### src/rtl/fetch_stage_pkg.sv
// Shared widths, F_D_bus field layout and bus structs for the fetch stage
// and its neighbours (Decode, CTRL, core top).
package fetch_stage_pkg;

   localparam int unsigned F_D_WID  = 35;
   localparam int unsigned BRAN_WID = 33;

   localparam int unsigned FD_ADEL_BIT = 34;
   localparam int unsigned FD_DS_BIT   = 33;
   localparam int unsigned FD_CE_BIT   = 32;

   localparam logic [31:0] DEFAULT_RESET_PC = 32'hBFBF_FFFC;

   typedef struct packed {
      logic        br_en;
      logic [31:0] br_addr;
   } bran_t;

   typedef struct packed {
      logic        adel;
      logic        delayslot;
      logic        ce;
      logic [31:0] pc;
   } f_d_t;

   function automatic logic misaligned(input logic [31:0] addr);
      return addr[1:0] != 2'b00;
   endfunction

endpackage

### src/rtl/fetch_stage.sv
// Instruction-fetch stage: holds the PC, drives the instruction SRAM and
// forwards {F_adel, delayslot, ce, pc} to Decode.
module fetch_stage
   import fetch_stage_pkg::*;
#(
   parameter logic [31:0] RESET_PC = DEFAULT_RESET_PC
) (
   input  logic                clk,
   input  logic                rst,
   input  logic [5:0]          stall,
   input  logic                flush,
   input  logic [31:0]         new_pc,
   input  logic [BRAN_WID-1:0] bran_bus,
   input  logic                next_delayslot_judge_i,
   output logic                inst_sram_en,
   output logic [3:0]          inst_sram_wen,
   output logic [31:0]         inst_sram_addr,
   output logic [31:0]         inst_sram_wdata,
   output logic [F_D_WID-1:0]  F_D_bus
);

   bran_t       bran;
   logic [31:0] pc_r, pc_nxt;
   logic        ce_r;
   logic        br_pend, br_pend_nxt;
   logic [31:0] br_tgt, br_tgt_nxt;
   logic        f_adel;
   logic        unused_stall;
   f_d_t        fd;

   assign bran         = bran_t'(bran_bus);
   assign unused_stall = ^stall[5:1];

   // Redirect priority: flush > stall (latch branch) > live branch > deferred branch > pc+4
   always_comb begin
      pc_nxt      = pc_r + 32'd4;
      br_pend_nxt = br_pend;
      br_tgt_nxt  = br_tgt;
      if (flush) begin
         pc_nxt      = new_pc;
         br_pend_nxt = 1'b0;
      end else if (stall[0]) begin
         pc_nxt = pc_r;
         if (bran.br_en) begin
            br_pend_nxt = 1'b1;
            br_tgt_nxt  = bran.br_addr;
         end
      end else if (bran.br_en) begin
         pc_nxt      = bran.br_addr;
         br_pend_nxt = 1'b0;
      end else if (br_pend) begin
         pc_nxt      = br_tgt;
         br_pend_nxt = 1'b0;
      end
   end

   always_ff @(posedge clk) begin
      if (rst) begin
         pc_r    <= RESET_PC;
         ce_r    <= 1'b0;
         br_pend <= 1'b0;
         br_tgt  <= '0;
      end else begin
         pc_r    <= pc_nxt;
         ce_r    <= 1'b1;
         br_pend <= br_pend_nxt;
         br_tgt  <= br_tgt_nxt;
      end
   end

   assign f_adel          = ce_r & misaligned(pc_r);
   assign inst_sram_en    = ce_r & ~f_adel;
   assign inst_sram_wen   = '0;
   assign inst_sram_addr  = pc_r;
   assign inst_sram_wdata = '0;

   always_comb begin
      fd.adel      = f_adel;
      fd.delayslot = next_delayslot_judge_i;
      fd.ce        = ce_r;
      fd.pc        = pc_r;
   end

   assign F_D_bus = fd;

endmodule

### config.mk
export PLATFORM = sky130hd
export DESIGN_NAME = fetch_stage
export DESIGN_NICKNAME = d
export VERILOG_FILES = /design/src/rtl/fetch_stage_pkg.sv /design/src/rtl/fetch_stage.sv
export SDC_FILE = /design/constraint.sdc
export NUM_CORES = 1
export LEC_CHECK = 0
export ABC_AREA = 1
export CELL_PAD_IN_SITES_DETAIL_PLACEMENT = 1
export CELL_PAD_IN_SITES_GLOBAL_PLACEMENT = 1
export CORE_MARGIN = 2
export CORE_UTILIZATION = 30
export CTS_CLUSTER_DIAMETER = 80
export DETAILED_ROUTE_END_ITERATION = 8
export PLACE_DENSITY = 0.81
export SKIP_LAST_GASP = 1
export SYNTH_ARGS = -nofsm -noshare
export SYNTH_HDL_FRONTEND = slang
export SYNTH_SLANG_ARGS = --single-unit
### constraint.sdc
create_clock -name clk -period 2 [get_ports clk]
set_input_delay 0.4 -clock clk [delete_from_list [all_inputs] [get_ports clk]]
set_output_delay 0.4 -clock clk [all_outputs]
set_load 0.01 [all_outputs]
==> metrics <==
CTS H-tree depth=3; height of the die=128.0 microns; mapped cell area=4613 sq um; area grow syn2layout=35.83%; clock root buffer=clkbuf_16; vias in the first global route=5123; post-place setup slack=0.01267 ns; via count=5037; final setup fails=0; via-per-instance ratio=4.829; clk_lat worst skew=0.34 ns; Placer Congestion=0.9034; Ys Warns=0; Highest Signal Layer=met4; wire length on met3=901 microns; post-synthesis register bit count=66; Final ANT Viol Nets=0; WL final=16480 microns; final worst-path cycle share=97.08%; power after layout=0.004327 W; Synth Flop Type=dfxtp_1; Initial Util=30.57%; list of most frequent post-synthesis cells=nand2_1, inv_1, buf_4; Post-synth EDFFs=0; CP max FO=6; Worst path slowest cell=clkdlybuf4s50_1; port bufs=135; global-route wire length before repair=26460 microns; area of the multi-input gates=2439 sq um; Cell variety after synth=38; crit path capture type=output pin; max cap viols=0; die width=128.0 microns; Layout Skew=0.009973 ns; DP HPWL=12800 microns; Post-CTS Setup Repair Bufs=0; number of clock sinks=66; Seq/Total Area, Yosys=28.64%; Met2 Wirelength=8046 microns; fraction of layout cells with a size suffix above 1=8.304%; Hold Fails Final Rpt=0; RSZ-0062 raised after global routing=false; Arr. time, crit path=1.54 ns; Max IR drop VDD=0.0003752 V; Cells after Synth=735; initial drt markers=206; Leak=2.846 nW; fin util=41.53%; count leader, synth=nand2_1; Max Buffers Root-to-Sink=2; syn_area_per_cell=6.276 sq um; 1st-pass router iterations=4; Critical Path, Cell by Cell=buf_4 -> clkdlybuf4s50_1; final period demand of the worst path=1.942 ns; ys async rst share=0%; ranking of synthesized cells by area=dfxtp_1, nand2_1, buf_4; Yosys top cell area share=28.64%; wl on met1=7206 microns; largest net degree at the start of global routing=44; die area=16390 sq um; Ports=179; Filler cells=1977; GR Overflow Total=0; Setup CP Type=reg2out; status=completed; Yosys top cell by area=dfxtp_1; CTS tree=built; max frequency=515.1 MHz; pwr dens=690.5 nW/um^2; register area=1321 sq um; Worst-path clk slew=0.06 ns; Site Rows=45; WL/cell=15.80 microns; Worst Setup Start Kind=register; Total Routing Usage GR=20.47%; CP Buf/Inv Count=2; total negative slack=0 ns; Critical Path RT=1.60 ns; Final Worst Setup Slack=0.05846 ns; total CTS buffers=9; ANT cells=0; initial antenna violation count=0; CORE AREA=15090 sq um; Worst path top cell family by delay=buffers and inverters; CP peak stage delay=0.55 ns; drt drc=0; worst hold path type=reg2reg; Final Max Tran Viols=0; Nets=927
## cell usage in the layout, fill, tap and decap left out, types with 2 or more instances in the layout
master           instances
nand2_1                189
nor2_2                   6
clkdlybuf4s50_1        135
o21ai_0                 61
clkinvlp_4               3
nor2_4                   4
nand2_2                  2
o21bai_1                 3
clkbuf_16                9
dfxtp_1                 66
nand3b_1                 5
a21boi_0                 3
nor3_1                   2
or2_2                    4
inv_1                   75
a211oi_1                 7
o211ai_1                 6
nor2_1                  67
a21oi_1                 53
nand3_1                 52
o32ai_1                  5
o2111ai_1                3
nand4_1                  3
buf_4                   33
a221oi_1                 6
conb_1                  36
buf_12                   4
## routing by layer
metal  GRT usage (%)  up-vias
li1                -     2513
met1           25.78     2369
met2           35.11      131
met3           3.548       24
met4           7.434        0
met5               0        -
## metrics by stage
| step | hold slack (ns) | instance area, sq um | cells |
|---|---|---|---|
| final | 0.4507 | 6266 | 1043 |
| after global routing | 0.4665 | 6266 | 1043 |
| after CTS | 0.4556 | 6261 | 1043 |
| after detailed placement | 0.4464 | 5966 | 1028 |
| after global placement | 0.4375 | 5966 | 1028 |
| after floorplan | 0.4296 | 4745 | 770 |
## worst min-delay path, stage by stage (launching register included)
cell and delay (ns):
dfxtp_1 0.29, inv_1 0.06, a21oi_1 0.06
## cell type report
type                       count  area share [%]
clock buffer                  11           3.874
clock inverter                 4          0.8387
inverter                      78           4.732
multi-input combinational    524           38.92
sequential                    66           21.09
tap                          188           3.754
timing repair buffer         172           26.80
## state kept, by name, summed over array words and instances, names as in the netlist
name,cells
br_pend,1
br_tgt,32
ce_r,1
inst_sram_addr,32
## cells by family (layout without fill, tap and decap cells)
logic type                 count (synthesis)  in the layout  share of synthesized area, %
buffers and inverters                    180            265                         21.45
other                                      1             36                       0.08129
DFF                                       66             66                         28.64
and+or+nand+nor                          335            335                         30.65
AOI/OAI and AO/OA                        152            152                         18.90
adders and majority gates                  1              1                        0.2712
## power breakdown
group	switching, W	internal (W)	total, W
combinational	0.000661	0.000562	0.00122
sequential	0.000104	0.00140	0.00151
clock	0.000606	0.000992	0.00160
## worst paths after layout
path,from,to,slack (ns),cells after the start
setup / recovery,inst_sram_addr[4],F_D_bus[4],0.06,2
hold / removal,br_tgt[3],br_tgt[3],0.45,2
setup reg to reg,inst_sram_addr[11],inst_sram_addr[24],0.17,11
hold reg to reg,br_tgt[3],br_tgt[3],0.45,2
## timing repair
item / 4_1_cts / 5_1_grt
resized for setup: 0 / 1
setup endpoints to repair: 0 / 1
hold buffers: 0 / 0
Note: power is estimated with default switching activity, not from simulation.
